## src/rtl/mole_spawner_if.sv

```systemverilog
// ----------------------------------------------------------------------------
// mole_spawner_if
// Mole/hit protocol bundle between the mole spawner (initiator) and the game
// logic responder.
//   hit_valid   responder -> spawner  one-cycle pulse: a switch was hit
//   hit_idx     responder -> spawner  index of the switch hit (5 bits)
//   ledr        spawner -> responder  one-hot lit mole, zero when none is up
//   mole_up     spawner -> responder  high while a mole is lit
//   active_idx  spawner -> responder  index of the current or most recent mole
//   hit_ack     spawner -> responder  one-cycle pulse: current mole was hit
//   miss        spawner -> responder  one-cycle pulse: timeout or wrong hit
// ----------------------------------------------------------------------------
interface mole_spawner_if #(
   parameter int unsigned NUM_MOLES = 18
);
   logic                 hit_valid;
   logic [4:0]           hit_idx;
   logic [NUM_MOLES-1:0] ledr;
   logic                 mole_up;
   logic [4:0]           active_idx;
   logic                 hit_ack;
   logic                 miss;

   modport master (
      input  hit_valid, hit_idx,
      output ledr, mole_up, active_idx, hit_ack, miss
   );

   modport slave (
      output hit_valid, hit_idx,
      input  ledr, mole_up, active_idx, hit_ack, miss
   );
endinterface

```

## src/rtl/mole_spawner.sv

```systemverilog
// ----------------------------------------------------------------------------
// mole_spawner
// Raises one mole at a time on the LED bus, times its lifetime from the
// difficulty level and reports exactly one outcome (hit_ack or miss) per mole.
//
// Ports:
//   clk         system clock
//   rst_n       synchronous active-low reset
//   enable      game running; low returns the block to IDLE
//   level       difficulty 0..3, lifetime = LIFE_MS_BASE >> level
//   bus         mole_spawner_if.master (hit_valid/hit_idx in; ledr, mole_up,
//               active_idx, hit_ack, miss out)
//   hit_count   saturating hit counter
//   miss_count  saturating miss counter
//
// Build option: define MOLE_STATS_EN to build the saturating hit/miss
// counters; without it both counter outputs are tied to zero.
// ----------------------------------------------------------------------------
module mole_spawner #(
   parameter int unsigned NUM_MOLES    = 18,
   parameter int unsigned CLKS_PER_MS  = 50000,
   parameter int unsigned LIFE_MS_BASE = 1000,
   parameter int unsigned GAP_MS       = 250,
   parameter logic [15:0] LFSR_SEED    = 16'hACE1
) (
   input  logic              clk,
   input  logic              rst_n,
   input  logic              enable,
   input  logic [1:0]        level,
   mole_spawner_if.master    bus,
   output logic [7:0]        hit_count,
   output logic [7:0]        miss_count
);

   localparam int unsigned PRE_W  = (CLKS_PER_MS > 1) ? $clog2(CLKS_PER_MS) : 1;
   localparam int unsigned MS_MAX = (LIFE_MS_BASE > GAP_MS) ? LIFE_MS_BASE : GAP_MS;
   localparam int unsigned MS_W   = $clog2(MS_MAX + 1);

   localparam logic [PRE_W-1:0]     PRE_LAST  = PRE_W'(CLKS_PER_MS - 1);
   localparam logic [MS_W-1:0]      LIFE_BASE = MS_W'(LIFE_MS_BASE);
   localparam logic [MS_W:0]        GAP_END   = (MS_W + 1)'(GAP_MS);
   localparam logic [NUM_MOLES-1:0] LED_ONE   = {{(NUM_MOLES - 1){1'b0}}, 1'b1};

   typedef enum logic [1:0] {
      S_IDLE  = 2'd0,
      S_GAP   = 2'd1,
      S_UP    = 2'd2,
      S_CLEAR = 2'd3
   } state_t;

   state_t               state_r;
   state_t               state_nxt;
   logic [PRE_W-1:0]     presc_r;
   logic [MS_W-1:0]      ms_r;
   logic [MS_W-1:0]      life_r;
   logic [15:0]          lfsr_r;
   logic [4:0]           active_r;
   logic [NUM_MOLES-1:0] ledr_r;
   logic                 mole_up_r;
   logic                 hit_ack_r;
   logic                 miss_r;

   logic                 tick_s;
   logic [MS_W:0]        ms_inc_s;
   logic                 lfsr_fb_s;
   logic [4:0]           cand_s;
   logic                 do_hit_s;
   logic                 do_miss_s;
   logic                 do_launch_s;

   // Fold a raw 5-bit LFSR sample into range and step off the previous index
   // so two consecutive moles never share a position.
   function automatic logic [4:0] pick_idx(input logic [4:0] raw, input logic [4:0] prev);
      logic [5:0] c;
      c = {1'b0, raw};
      for (int i = 0; i < 16; i++) begin
         if (c >= 6'(NUM_MOLES)) c = c - 6'(NUM_MOLES);
         else                    c = c;
      end
      if (c[4:0] == prev) begin
         if (c == 6'(NUM_MOLES - 1)) c = 6'd0;
         else                        c = c + 6'd1;
      end else begin
         c = c;
      end
      return c[4:0];
   endfunction

   assign tick_s    = (state_r != S_IDLE) && (presc_r == PRE_LAST);
   assign ms_inc_s  = {1'b0, ms_r} + {{MS_W{1'b0}}, 1'b1};
   assign lfsr_fb_s = lfsr_r[15] ^ lfsr_r[13] ^ lfsr_r[12] ^ lfsr_r[10];
   assign cand_s    = pick_idx(lfsr_r[4:0], active_r);

   // Next-state and outcome decode; enable low overrides everything, and a
   // matching hit takes priority over lifetime expiry in the same cycle.
   always_comb begin
      state_nxt   = state_r;
      do_hit_s    = 1'b0;
      do_miss_s   = 1'b0;
      do_launch_s = 1'b0;
      if (!enable) begin
         state_nxt = S_IDLE;
      end else begin
         case (state_r)
            S_IDLE: state_nxt = S_GAP;
            S_GAP: begin
               if (tick_s && (ms_inc_s >= GAP_END)) begin
                  state_nxt   = S_UP;
                  do_launch_s = 1'b1;
               end else begin
                  state_nxt = S_GAP;
               end
            end
            S_UP: begin
               if (bus.hit_valid) begin
                  if (bus.hit_idx == active_r) do_hit_s  = 1'b1;
                  else                         do_miss_s = 1'b1;
                  state_nxt = S_CLEAR;
               end else if (tick_s && (ms_inc_s >= {1'b0, life_r})) begin
                  do_miss_s = 1'b1;
                  state_nxt = S_CLEAR;
               end else begin
                  state_nxt = S_UP;
               end
            end
            S_CLEAR: state_nxt = S_GAP;
            default: state_nxt = S_IDLE;
         endcase
      end
   end

   // State register, ms timebase, LFSR and registered protocol outputs.
   always_ff @(posedge clk) begin
      if (!rst_n) begin
         state_r   <= S_IDLE;
         presc_r   <= {PRE_W{1'b0}};
         ms_r      <= {MS_W{1'b0}};
         life_r    <= {MS_W{1'b0}};
         lfsr_r    <= LFSR_SEED;
         active_r  <= 5'd0;
         ledr_r    <= {NUM_MOLES{1'b0}};
         mole_up_r <= 1'b0;
         hit_ack_r <= 1'b0;
         miss_r    <= 1'b0;
      end else begin
         state_r <= state_nxt;
         lfsr_r  <= {lfsr_r[14:0], lfsr_fb_s};
         // Timebase restarts on every state entry and is parked in IDLE.
         if ((state_nxt != state_r) || (state_r == S_IDLE)) begin
            presc_r <= {PRE_W{1'b0}};
            ms_r    <= {MS_W{1'b0}};
         end else if (tick_s) begin
            presc_r <= {PRE_W{1'b0}};
            ms_r    <= ms_inc_s[MS_W-1:0];
         end else begin
            presc_r <= presc_r + {{(PRE_W - 1){1'b0}}, 1'b1};
            ms_r    <= ms_r;
         end
         // Index and lifetime are captured only at launch, so level changes
         // while a mole is up do not affect it.
         if (do_launch_s) begin
            active_r <= cand_s;
            life_r   <= LIFE_BASE >> level;
            ledr_r   <= LED_ONE << cand_s;
         end else if (state_nxt == S_UP) begin
            active_r <= active_r;
            life_r   <= life_r;
            ledr_r   <= ledr_r;
         end else begin
            active_r <= active_r;
            life_r   <= life_r;
            ledr_r   <= {NUM_MOLES{1'b0}};
         end
         mole_up_r <= (state_nxt == S_UP);
         hit_ack_r <= do_hit_s;
         miss_r    <= do_miss_s;
      end
   end

   assign bus.ledr       = ledr_r;
   assign bus.mole_up    = mole_up_r;
   assign bus.active_idx = active_r;
   assign bus.hit_ack    = hit_ack_r;
   assign bus.miss       = miss_r;

`ifdef MOLE_STATS_EN
   logic [7:0] hit_cnt_r;
   logic [7:0] miss_cnt_r;

   // Saturating outcome counters, cleared only by reset.
   always_ff @(posedge clk) begin
      if (!rst_n) begin
         hit_cnt_r  <= 8'd0;
         miss_cnt_r <= 8'd0;
      end else begin
         if (do_hit_s && (hit_cnt_r != 8'hFF)) hit_cnt_r <= hit_cnt_r + 8'd1;
         else                                  hit_cnt_r <= hit_cnt_r;
         if (do_miss_s && (miss_cnt_r != 8'hFF)) miss_cnt_r <= miss_cnt_r + 8'd1;
         else                                    miss_cnt_r <= miss_cnt_r;
      end
   end

   assign hit_count  = hit_cnt_r;
   assign miss_count = miss_cnt_r;
`else
   assign hit_count  = 8'd0;
   assign miss_count = 8'd0;
`endif

endmodule

```

## src/flat_wrapper.sv

```systemverilog
// flat-port wrapper written by rule: the top's interface ports become plain ports
module mole_spawner_flat 
#(
   parameter int unsigned NUM_MOLES    = 18,
   parameter int unsigned CLKS_PER_MS  = 50000,
   parameter int unsigned LIFE_MS_BASE = 1000,
   parameter int unsigned GAP_MS       = 250,
   parameter logic [15:0] LFSR_SEED    = 16'hACE1
)
  (clk, rst_n, enable, level, hit_count, miss_count, bus_hit_valid, bus_hit_idx, bus_ledr, bus_mole_up, bus_active_idx, bus_hit_ack, bus_miss);
  mole_spawner_if #(.NUM_MOLES(NUM_MOLES)) bus_i ();
  input  logic clk;
  input  logic rst_n;
  input  logic enable;
  input  logic [1:0] level;
  output logic [7:0] hit_count;
  output logic [7:0] miss_count;
  input wire logic [$bits(bus_i.hit_valid)-1:0] bus_hit_valid;
  input wire logic [$bits(bus_i.hit_idx)-1:0] bus_hit_idx;
  output wire logic [$bits(bus_i.ledr)-1:0] bus_ledr;
  output wire logic [$bits(bus_i.mole_up)-1:0] bus_mole_up;
  output wire logic [$bits(bus_i.active_idx)-1:0] bus_active_idx;
  output wire logic [$bits(bus_i.hit_ack)-1:0] bus_hit_ack;
  output wire logic [$bits(bus_i.miss)-1:0] bus_miss;
  assign bus_i.hit_valid = bus_hit_valid;
  assign bus_i.hit_idx = bus_hit_idx;
  assign bus_ledr = bus_i.ledr;
  assign bus_mole_up = bus_i.mole_up;
  assign bus_active_idx = bus_i.active_idx;
  assign bus_hit_ack = bus_i.hit_ack;
  assign bus_miss = bus_i.miss;
  mole_spawner #(.NUM_MOLES(NUM_MOLES), .CLKS_PER_MS(CLKS_PER_MS), .LIFE_MS_BASE(LIFE_MS_BASE), .GAP_MS(GAP_MS), .LFSR_SEED(LFSR_SEED)) u_core (.clk(clk), .rst_n(rst_n), .enable(enable), .level(level), .bus(bus_i), .hit_count(hit_count), .miss_count(miss_count));
endmodule
```

## config.mk

```make
export PLATFORM = sky130hd
export DESIGN_NAME = mole_spawner_flat
export DESIGN_NICKNAME = d
export VERILOG_FILES = /design/src/rtl/mole_spawner_if.sv /design/src/rtl/mole_spawner.sv /design/src/flat_wrapper.sv
export SDC_FILE = /design/constraint.sdc
export NUM_CORES = 1
export LEC_CHECK = 0
export ABC_AREA = 1
export BUFFER_PORTS_ARGS = -buffer_cell sky130_fd_sc_hd__buf_2
export CORE_MARGIN = 5
export CORE_UTILIZATION = 35
export CTS_CLUSTER_SIZE = 12
export DETAILED_ROUTE_END_ITERATION = 8
export PLACE_DENSITY = 0.65
export SLEW_MARGIN = 20
export SYNTH_ARGS = -nofsm -noshare
export SYNTH_HDL_FRONTEND = slang
export SYNTH_SLANG_ARGS = --single-unit
```

## constraint.sdc

```tcl
create_clock -name clk -period 3.23 [get_ports clk]
set_clock_uncertainty 0.15 [all_clocks]
set_input_delay 0.646 -clock clk [delete_from_list [all_inputs] [get_ports clk]]
set_output_delay 0.646 -clock clk [all_outputs]
set_load 0.02 [all_outputs]
```

; ---- Word level (Yosys, flattened, before mapping)
; Cells that the tools add are included.
[totals]
ff_bits = 80
in_bits = 11
out_inout_bits = 42
[op_classes]
n_addsub = 19
n_lt_le_gt_ge = 18
eq_ne = 10
n_shift = 2
n_mux = 32
bitwise = 4
reduce_logical = 11
[op_table]
columns = cell, count
row1 = 2-to-1 mux 6 bit, 16
row2 = ">= comparator 6 x 5 -> 1 bit, second input constant", 15
row3 = "subtractor 6 x 5 -> 6 bit, second input constant", 15
row4 = 2-to-1 mux 18 bit, 2
row5 = "left shift 1 x 5 -> 18 bit, first input constant", 1
row6 = "adder 16 x 1 -> 16 bit, second input constant", 1
row7 = "equality test 16 bit, second input constant", 1
row8 = "adder 10 x 1 -> 11 bit, second input constant", 1
row9 = >= comparator 11 x 10 -> 1 bit, 1
row10 = ">= comparator 11 x 8 -> 1 bit, second input constant", 1
row11 = equality test 5 bit, 2
row12 = 2-to-1 mux 5 bit, 2
row13 = ">> shifter 10 x 2 -> 10 bit, first input constant", 1
row14 = 2-to-1 mux 1 bit, 8
row15 = "equality test 2 bit, second input constant", 3
row16 = "equality test 6 x 5 -> 1 bit, second input constant", 1
row17 = 2-to-1 mux 2 bit, 3
row18 = one-hot mux 2 bit (3 select lines), 1
row19 = "subtractor 5 x 5 -> 6 bit, second input constant", 1
row20 = "adder 5 x 1 -> 5 bit, second input constant", 1
row21 = ">= comparator 5 bit, second input constant", 1
row22 = AND reduction 4 bit, 1
row23 = OR reduction 2 bit, 2
row24 = logical AND 1 bit, 3
row25 = other kinds (10), 12

; ---- Longest topological paths before layout
; Gate-level depths: netlist of the first run.
[logic_depth]
word_depth = 37
mapped_depth = 31
mapped_depth_nobuf = 31

; ---- Least setup slack after synthesis of the first run
; Ideal clock, no wire load.
[synth_path]
path_kind = register -> register
startpoint = register u_core.lfsr_r[1]
endpoint = register u_core.ledr_r[10] (netlist: u_core.bus.ledr[10])
setup_time_ns = 0.132
t_arrival_ns = 2.944
path_slack_ns = 0.004
stages_incl_launch_ff = 29
synth_period_minus_slack_ns = 3.226
path_cell_list = dfxtp_1 > inv_2 > ha_1 > inv_1 > o21ai_1 > nand4_1 > inv_1 > nand2_1 > nand2_1 > nand2_1 > nand3_2 > nand2_1 > inv_1 > ha_1 > inv_1 > nor2_1 > nand2_4 > nand2_4 > inv_2 > ha_1 > nand3_1 > nor3_1 > nor2_1 > nand2_1 > nand2_2 > clkinv_2 > buf_6 > nand3_1 > a21oi_1
[synth_between]
elab_chain_len = 37
[synth_lines]
columns = element, line
row1 = start: declaration, mole_spawner.sv:56  ; logic [15:0] lfsr_r;
row2 = start signal: assignment, mole_spawner.sv:147  ; lfsr_r <= {lfsr_r[14:0], lfsr_fb_s};
row3 = subtractor 5 x 5 -> 6 bit / >= comparator 5 bit (equally long branches), mole_spawner.sv:77  ; if (c >= 6'(NUM_MOLES)) c = c - 6'(NUM_MOLES);
row4 = 2-to-1 mux 6 bit *, mole_spawner.sv:77
row5 = subtractor 6 x 5 -> 6 bit / >= comparator 6 x 5 -> 1 bit (equally long branches), mole_spawner.sv:77
row6 = 2-to-1 mux 6 bit *, mole_spawner.sv:77
row7 = subtractor 6 x 5 -> 6 bit / >= comparator 6 x 5 -> 1 bit (equally long branches), mole_spawner.sv:77
row8 = 2-to-1 mux 6 bit *, mole_spawner.sv:77
row9 = subtractor 6 x 5 -> 6 bit / >= comparator 6 x 5 -> 1 bit (equally long branches), mole_spawner.sv:77
row10 = 2-to-1 mux 6 bit *, mole_spawner.sv:77
row11 = [... 21 more ...], n/a
row12 = 2-to-1 mux 6 bit *, mole_spawner.sv:77
row13 = subtractor 6 x 5 -> 6 bit / >= comparator 6 x 5 -> 1 bit (equally long branches), mole_spawner.sv:77
row14 = 2-to-1 mux 6 bit *, mole_spawner.sv:77
row15 = adder 5 x 1 -> 5 bit / equality test 6 x 5 -> 1 bit (equally long branches), "mole_spawner.sv:82, mole_spawner.sv:81"
row16 = 2-to-1 mux 5 bit, mole_spawner.sv:81  ; if (c == 6'(NUM_MOLES - 1)) c = 6'd0;
row17 = 2-to-1 mux 5 bit *, mole_spawner.sv:80  ; if (c[4:0] == prev) begin
row18 = left shift 1 x 5 -> 18 bit *, mole_spawner.sv:164  ; ledr_r <= LED_ONE << cand_s;
row19 = 2-to-1 mux 18 bit *, mole_spawner.sv:161  ; if (do_launch_s) begin
row20 = end signal: assignment, mole_spawner.sv:164
row21 = end signal: assignment, mole_spawner.sv:168  ; ledr_r <= ledr_r;
row22 = end signal: assignment, mole_spawner.sv:172  ; ledr_r <= {NUM_MOLES{1'b0}};
row23 = end: declaration, mole_spawner.sv:58  ; logic [NUM_MOLES-1:0] ledr_r;
; Mark *: on every way between the ends. The rest lies on a longest branch, timed or not.
; A chain may end at the register's enable or synchronous reset.

; ---- Worst setup path in the final report of the first run
[layout_path]
startpoint = register u_core.lfsr_r[2]
endpoint = register u_core.ledr_r[8] (netlist: u_core.bus.ledr[8])
; Same word-level chain as after synthesis.

==> flow_metrics.tcl, run 1 <==
set metrics [dict create \
    ios 53 \
    cts_tree "built" \
    routed_wl_microns 11600 \
    cp.required_ns 3.37 \
    rows 41 \
    violations "setup timing" \
    first_pass_iters 4 \
    num-fill-cells 1224 \
    area_growth_pct 37.7 \
    pwr-share-comb_pct 19.0 \
    seqPwrFrac_pct 40.6 \
    outcome "finished with violations" \
    drive_above_1_share_pct 36.9 \
    powerDensity_mw_per_mm2 393 \
    crit_fanout 7 \
    clk_path_buf_depth 2 \
    hp-start "u_core.lfsr_r[9]" \
    hp-class "reg -> reg" \
    p_sw_mw 0.754 \
    synth_cells 628 \
    sw_frac_of_total_pct 30.6 \
    layout_setup_ws_ns -0.103 \
    insertedDiodeCount 0 \
    drv_cap 0 \
    min_path_cells 1 \
    synth-seq-cells 79 \
    grt_max_degree 41 \
    p_int_mw 1.71 \
    ant_nets 0 \
    crit_type "reg -> reg" \
    wl_per_cell_microns 12.9 \
    report.final.slew_viol_count 0 \
    via_per_inst 4.78 \
    ff2ff_path_depth 28 \
    start_util_pct 35.9 \
    tightest_slew_ns 0.608 \
    reg2reg_to "u_core.bus.ledr[8]" \
    core_area_sq_mm 0.0127 \
    grt-ovfl-total 0 \
    grt_antenna_before_repair 0 \
    crit_buf_inv 8 \
    place_hpwl_microns 7740 \
    setup_viol 19 \
    layout_min_cycle_time_ns 3.33 \
    yosysUniqueCellTypes 39 \
    reg2reg_slack_ns -0.10 \
    fin_crit_sh_pct 103 \
    cp-start-kind "flop" \
    ys_seq_area_share_pct 34.8 \
    peakVddDrop_v 0.000244 \
    fin_tns_setup_ns -1.21 \
    final_common_cell "nand2_1" \
    clock_latency_ns 0.36 \
    root_buffer "clkbuf_16" \
    crit_slowest_cell "dfxtp_2" \
    critPathCaptureType "flop" \
    syn_area_per_cell_sq_um 7.25 \
    die_w_microns 124 \
    worstReg2RegStart "u_core.lfsr_r[2]" \
    die_h_microns 124 \
    rsz0062_at_grt "yes" \
    drtIter0Drc 286 \
    multi_input_area_sq_mm 0.00313 \
    seq_area_sq_mm 0.00160 \
    numCtsBuffers 9 \
    arrival_ns 3.47 \
    min_to "u_core.lfsr_r[10]" \
    ys_dominant_reg_cell "dfxtp_1" \
    cts_hold_buf 0 \
    final_cell_mix "80 x nand2_1, 77 x inv_1, 73 x dfxtp_1" \
    synth_area_sq_mm 0.00455 \
    cts.sinks 79 \
    clkTransAtPathRegs_ns 0.06 \
    grt_first_pass_wirelength_microns 17900 \
    crit_family "simple AND/OR/NAND/NOR gates" \
    p_clk_share_pct 40.4 \
    grt_use_total_pct 14.9 \
    finalHoldViolations 0 \
    synth_async_sr_flop_share_pct 0 \
    hold_ws_ns 0.261 \
    slowest_delay_ns 0.33 \
    placement.io_buffers 36 \
    slew-limit-headroom_pct 59.2 \
    yosys_warnings 0 \
    via_count 4279 \
    fmax_mhz 300 \
    grt_pass1_vias 3820 \
    p_leak_nw 2.72 \
    die-area_sq_mm 0.0154 \
    finalNetCount 751 \
    htreeDepth 3 \
    gp_congestion 0.865 \
    drc 0 \
    synth_edf_count 0 \
]
-- power groups by stage --
stage / Combinational [mW] / Clock [mW] / Sequential (mW)
global placement: 0.331 / 0 / 1.02
CTS: 0.365 / 1.02 / 0.998
floorplan: 0.238 / 0 / 1.02
detailed placement: 0.332 / 0 / 1.02
finish: 0.468 / 0.994 / 0.999
global route: 0.507 / 1.06 / 1.00
-- stage by stage --
stage	cells	total power [mW]	setup slack, ns	utilization, %	area (sq um)
2_1_floorplan	643	1.26	0.00379	-	4610
3_3_place_gp	868	1.35	-0.0707	41.1	5210
3_5_place_dp	868	1.35	-0.111	41.1	5210
4_1_cts	887	2.39	0.0000702	44.2	5600
5_1_grt	896	2.57	-0.361	49.5	6270
6_report	896	2.46	-0.103	49.5	6270
-- kinds of logic after synthesis --
kind of cell             synth area share, %
XOR/XNOR                                5.00
adder cells (fa/ha/maj)                 5.77
flip-flops                              34.8
AO/OA/AOI/OAI                           8.66
other                                 0.0824
buffers and inverters                   11.4
AND/OR/NAND/NOR                         34.3
-- repair_timing --
action / CTS / global route
setup buffers: 3 / 7
pin swaps: 14 / 46
endpoints found under the setup margin: 21 / 51
resized for setup: 24 / 137
gates cloned: 0 / 2
-- area by class of cell --
type	count	share of cell area (%)
multi-input combinational	446	49.9
sequential	79	25.5
timing repair buffer	95	11.1
inverter	88	5.55
clock buffer	9	3.59
tap	172	3.43
clock inverter	7	0.998
-- flip-flops by register name (all words and copies together) (netlist names) --
| register | flops |
|---|---|
| u_core.lfsr_r | 16 |
| u_core.bus.mole_up | 1 |
| u_core.presc_r | 16 |
| u_core.bus.hit_ack | 1 |
| u_core.bus.miss | 1 |
| u_core.state_r | 2 |
| u_core.ms_r | 10 |
| u_core.life_r | 9 |
| u_core.bus.ledr | 18 |
| u_core.bus.active_idx | 5 |
-- cells in the mapped netlist, drive strengths merged, types with 12 or more instances --
| library cell | number | area share [%] |
|---|---|---|
| nor2 | 68 | 6.9 |
| dfxtp | 79 | 35 |
| xor2 | 17 | 3.3 |
| a21oi | 43 | 5.0 |
| inv | 87 | 7.2 |
| buf | 19 | 3.1 |
| nand4 | 15 | 2.1 |
| clkbuf | 12 | 0.99 |
| nand3 | 75 | 9.3 |
| ha | 21 | 5.8 |
| nand2 | 123 | 12 |
| o21ai | 19 | 2.1 |
-- metal layers --
metal | routed length [microns] | global-route usage, % | vias up
li1 | - | - | 2201
met4 | 194 | 5.95 | 0
met2 | 5120 | 22.0 | 93
met3 | 596 | 3.63 | 12
met5 | 0 | 0 | -
met1 | 5680 | 20.8 | 1973
-- worst max path at each step --
| stage | slack [ns] | start | cells past startpoint | end |
|---|---|---|---|---|
| after floorplan | 0.004 | u_core.lfsr_r[1] | 28 | u_core.bus.ledr[10] |
| after global placement | -0.07 | u_core.lfsr_r[2] | 26 | u_core.bus.ledr[1] |
| after detailed placement | -0.11 | u_core.lfsr_r[2] | 30 | u_core.bus.ledr[11] |
| after CTS | 0.00007 | u_core.lfsr_r[1] | 26 | u_core.bus.ledr[11] |
| after global routing | -0.36 | u_core.lfsr_r[2] | 29 | u_core.bus.ledr[10] |
| final | -0.10 | u_core.lfsr_r[2] | 28 | u_core.bus.ledr[8] |
No activity file was read; power rests on OpenSTA's default activity.
==> run 2: changes to the inputs <==
--- a/config.mk
+++ b/config.mk
@@ -11,6 +11,7 @@
 export CORE_UTILIZATION = 35
 export CTS_CLUSTER_SIZE = 12
 export DETAILED_ROUTE_END_ITERATION = 8
+export GPL_TIMING_DRIVEN = 0
 export PLACE_DENSITY = 0.65
 export SLEW_MARGIN = 20
 export SYNTH_ARGS = -nofsm -noshare
==> flow_metrics.tcl, run 2 (synthesized netlist as in run 1, its figures left out) <==
set metrics [dict create \
    outcome "finished with violations" \
    violations "setup timing" \
    critPathCaptureType "flop" \
    routed_wl_microns 11600 \
    cts.sinks 79 \
    area_growth_pct 37.8 \
    cts_tree "built" \
    drtIter0Drc 251 \
    tightest_slew_ns 0.854 \
    via_count 4275 \
    report.final.slew_viol_count 0 \
    drc 0 \
    cp.required_ns 3.29 \
    die_h_microns 124 \
    drive_above_1_share_pct 36.5 \
    cp-start-kind "flop" \
    layout_min_cycle_time_ns 3.44 \
    start_util_pct 35.9 \
    setup_viol 18 \
    numCtsBuffers 9 \
    ant_nets 0 \
    gp_congestion 0.834 \
    root_buffer "clkbuf_16" \
    insertedDiodeCount 0 \
    crit_type "reg -> reg" \
    p_total_mw 2.58 \
    clk_path_buf_depth 2 \
    grt_max_degree 15 \
    powerDensity_mw_per_mm2 412 \
    die-area_sq_mm 0.0154 \
    drv_cap 0 \
    via_per_inst 4.73 \
    cts_hold_buf 0 \
    crit_fanout 5 \
    layout_setup_ws_ns -0.206 \
    p_leak_nw 2.76 \
    largest_reg_flops 18 \
    placement.io_buffers 36 \
    clock_latency_ns 0.35 \
    die_w_microns 124 \
    arrival_ns 3.50 \
    hp-class "reg -> reg" \
    rsz0062_at_grt "yes" \
    htreeDepth 3 \
    fin_tns_setup_ns -2.94 \
    fmax_mhz 291 \
    grt_use_total_pct 15.0 \
    grt_first_pass_wirelength_microns 17900 \
    final_cell_mix "78 x nand2_1, 76 x inv_1, 71 x dfxtp_1" \
    fin_util_pct 49.5 \
    num-fill-cells 1199 \
    slew-limit-headroom_pct 42.6 \
    ios 53 \
    fin_crit_sh_pct 106 \
    place_hpwl_microns 7850 \
    final_common_cell "nand2_1" \
    grt-ovfl-total 0 \
    peakVddDrop_v 0.000247 \
    core_area_sq_mm 0.0127 \
    finalNetCount 759 \
    grt_pass1_vias 3835 \
    grt_antenna_before_repair 0 \
    wl_per_cell_microns 12.8 \
    finalHoldViolations 0 \
    first_pass_iters 4 \
    clkTransAtPathRegs_ns 0.06 \
    rows 41 \
]
## run 2: worst max-delay path, stage by stage, from the launching register on
cell	delay [ns]
dfxtp_4	0.36
buf_4	0.14
nor2_4	0.13
nand2_1	0.09
nor2_2	0.17
nand2_2	0.08
nand3_1	0.10
nand3_1	0.10
nand3_2	0.10
nand2_1	0.05
inv_1	0.05
ha_2	0.16
inv_2	0.04
nor2_4	0.13
nand2_4	0.07
nand2_4	0.08
buf_6	0.10
nand2_2	0.05
nand2_2	0.09
nand3_2	0.08
nor2_4	0.26
nand2_1	0.17
nand2_4	0.13
clkinv_4	0.08
clkbuf_16	0.16
nand3_1	0.08
a21oi_1	0.06
## run 2: timing repair
action / 4_1_cts / 5_1_grt
pin swaps: 22 / 39
cloned: 2 / 1
setup endpoints to repair: 51 / 50
setup buffers: 18 / 16
resized for setup: 62 / 109
## run 2: path summary, 6_finish.rpt
check	startpoint	to	slack (ns)	cells past startpoint
max reg2reg	u_core.lfsr_r[2]	u_core.bus.ledr[3]	-0.21	26
max	u_core.lfsr_r[2]	u_core.bus.ledr[3]	-0.21	26
min reg2reg	u_core.lfsr_r[14]	u_core.lfsr_r[15]	0.26	1
min	u_core.lfsr_r[14]	u_core.lfsr_r[15]	0.26	1
## run 2: power by group
part | switching, mW | internal [mW] | total [mW] | leakage, nW
logic | 0.282 | 0.176 | 0.458 | 1.95
registers | 0.0161 | 0.987 | 1.00 | 0.646
clock network | 0.418 | 0.703 | 1.12 | 0.163
total | 0.717 | 1.87 | 2.58 | 2.76
## run 2: final cells by class
cell class	instances	area, sq um	share of cell area (%)
clock inverter	6	91.3	1.46
multi-input combinational	446	3070	49.0
buffer	31	204	3.25
tap	172	215	3.43
inverter	88	350	5.59
timing repair buffer	72	490	7.82
sequential	79	1610	25.6
clock buffer	10	239	3.81
## run 2: metal layers
metal  GRT usage (%)  wire (microns)  up-vias
li1                -               -     2214
met1            20.9            5590     1949
met2            22.0            5060       95
met3            3.86             682       17
met4            6.02             250        0
met5               0               0        -
## run 2: metrics by stage
stage | instance area, sq um | setup slack, ns | instances | hold slack (ns)
2_1_floorplan | 4610 | 0.00379 | 643 | 0.240
3_3_place_gp | 5000 | -0.516 | 851 | 0.244
3_5_place_dp | 5010 | -0.526 | 851 | 0.249
4_1_cts | 5710 | -0.00287 | 887 | 0.263
5_1_grt | 6270 | -0.456 | 904 | 0.282
6_report | 6270 | -0.206 | 904 | 0.263
==> run 3: changes to the inputs <==
--- a/config.mk
+++ b/config.mk
@@ -8,11 +8,11 @@
 export ABC_AREA = 1
 export BUFFER_PORTS_ARGS = -buffer_cell sky130_fd_sc_hd__buf_2
 export CORE_MARGIN = 5
-export CORE_UTILIZATION = 35
+export CORE_UTILIZATION = 25
 export CTS_CLUSTER_SIZE = 12
 export DETAILED_ROUTE_END_ITERATION = 8
 export GPL_TIMING_DRIVEN = 0
-export PLACE_DENSITY = 0.65
+export PLACE_DENSITY = 0.53
 export SLEW_MARGIN = 20
 export SYNTH_ARGS = -nofsm -noshare
 export SYNTH_HDL_FRONTEND = slang
==> flow_metrics.tcl, run 3 (synthesized netlist as in run 1, its figures left out) <==
set metrics [dict create \
    seq_area_sq_mm 0.00161 \
    p_leak_nw 2.68 \
    grt_antenna_before_repair 0 \
    cts.sinks 79 \
    fin_area_sq_mm 0.00627 \
    min_path_cells 1 \
    peakVddDrop_v 0.000257 \
    clk_path_buf_depth 2 \
    wl_per_cell_microns 12.4 \
    slowest_delay_ns 0.37 \
    report.final.slew_viol_count 0 \
    fin_tns_setup_ns -0.956 \
    placement.io_buffers 36 \
    setup_viol 22 \
    first_pass_iters 4 \
    clock_latency_ns 0.34 \
    fin_crit_sh_pct 103 \
    grt_max_degree 15 \
    cts_tree "built" \
    p_clk_share_pct 39.8 \
    ant_nets 0 \
    grt_pass1_vias 3872 \
    num-fill-cells 1918 \
    insertedDiodeCount 0 \
    final_common_cell "nand2_1" \
    rsz0062_at_grt "yes" \
    place_hpwl_microns 8600 \
    finalHoldViolations 0 \
    fmax_mhz 302 \
    clkTransAtPathRegs_ns 0.06 \
    grt_use_total_pct 10.8 \
    grt-ovfl-total 0 \
    layout_setup_ws_ns -0.0817 \
    grt_first_pass_wirelength_microns 19000 \
    p_sw_mw 0.708 \
    arrival_ns 3.43 \
    hp-class "reg -> reg" \
    start_util_pct 25.3 \
    via_per_inst 4.40 \
    rows 49 \
    slew-limit-headroom_pct 53.0 \
    crit_slowest_cell "dfxtp_4" \
    multi_input_area_sq_mm 0.00309 \
    die-area_sq_mm 0.0210 \
    cp-start-kind "flop" \
    layout_min_cycle_time_ns 3.31 \
    largest_reg_flops 18 \
    htreeDepth 3 \
    drive_above_1_share_pct 36.7 \
    pwr-share-comb_pct 18.7 \
    core_area_sq_mm 0.0180 \
    hold_ws_ns 0.251 \
    numCtsBuffers 9 \
    gp_congestion 0.799 \
    tightest_slew_ns 0.700 \
    place_area_sq_mm 0.00508 \
    drtIter0Drc 205 \
    finalNetCount 758 \
    die_w_microns 145 \
    ios 53 \
    crit_fanout 5 \
    root_buffer "clkbuf_16" \
    fin_util_pct 34.9 \
    drc 0 \
    violations "setup timing" \
    die_h_microns 145 \
    routed_wl_microns 11900 \
    pre_cts_slack_ns -0.612 \
    area_growth_pct 37.8 \
    critPathCaptureType "flop" \
    final_cell_mix "80 x nand2_1, 75 x inv_1, 71 x dfxtp_1" \
    drv_cap 0 \
    outcome "finished with violations" \
    crit_type "reg -> reg" \
    ff2ff_path_depth 28 \
    sw_frac_of_total_pct 29.3 \
    powerDensity_mw_per_mm2 386 \
    seqPwrFrac_pct 41.5 \
    via_count 4226 \
    p_int_mw 1.71 \
    cp.required_ns 3.35 \
]
run 3: cell count changes in the layout (fill, tap and decap cells not counted), sizes merged:
| cell | change |
|---|---|
| clkinvlp | +3 |
| bufinv | -2 |
| clkbuf | -1 |
| inv | -1 |
run 3: final timing paths:
path,startpoint,end,slack [ns]
max,u_core.lfsr_r[2],u_core.bus.ledr[5],-0.08
min,u_core.lfsr_r[14],u_core.lfsr_r[15],0.25
max reg2reg,u_core.lfsr_r[2],u_core.bus.ledr[5],-0.08
min reg2reg,u_core.lfsr_r[14],u_core.lfsr_r[15],0.25
run 3: power by group through the flow:
stage | clock network (mW) | logic, mW | registers [mW]
floorplan | 0 | 0.238 | 1.02
global placement | 0 | 0.292 | 1.02
detailed placement | 0 | 0.293 | 1.02
CTS | 0.990 | 0.370 | 1.00
global route | 1.03 | 0.497 | 1.00
finish | 0.964 | 0.452 | 1.00
run 3: layout make-up:
cell class | count | share of cell area, %
well taps | 229 | 4.57
plain buffers | 31 | 3.17
clock inverters | 6 | 0.718
flip-flops and latches | 79 | 25.6
multi-input cells | 446 | 49.3
clock buffers | 10 | 3.81
repair buffers | 71 | 7.30
inverters | 88 | 5.51
run 3: worst max-delay path: cells and delay by family (launching register included):
kind,cells,cell delay [ns]
DFF,1,0.37
and+or+nand+nor,15,1.41
buffers and inverters,8,0.63
adders and majority gates,2,0.29
xor gates and xnor gates,1,0.13
AOI/OAI and AO/OA,2,0.26
run 3: layer usage:
metal	routed length, microns	global-route usage [%]
met5	0	0
met4	201	3.91
met3	422	2.15
met2	5160	15.5
met1	6150	16.0
run 3: repair_timing:
item,4_1_cts,5_1_grt
setup buffers,17,17
gates cloned,0,2
hold buffers,0,0
pin swaps,25,51
setup endpoints to repair,51,51
resized for setup,67,97
endpoints found under the hold margin,0,0
run 3: through the flow:
stage | power, mW | instances
2_1_floorplan | 1.26 | 643
3_5_place_dp | 1.32 | 908
6_report | 2.42 | 960
4_1_cts | 2.36 | 941
5_1_grt | 2.53 | 960
3_3_place_gp | 1.32 | 908
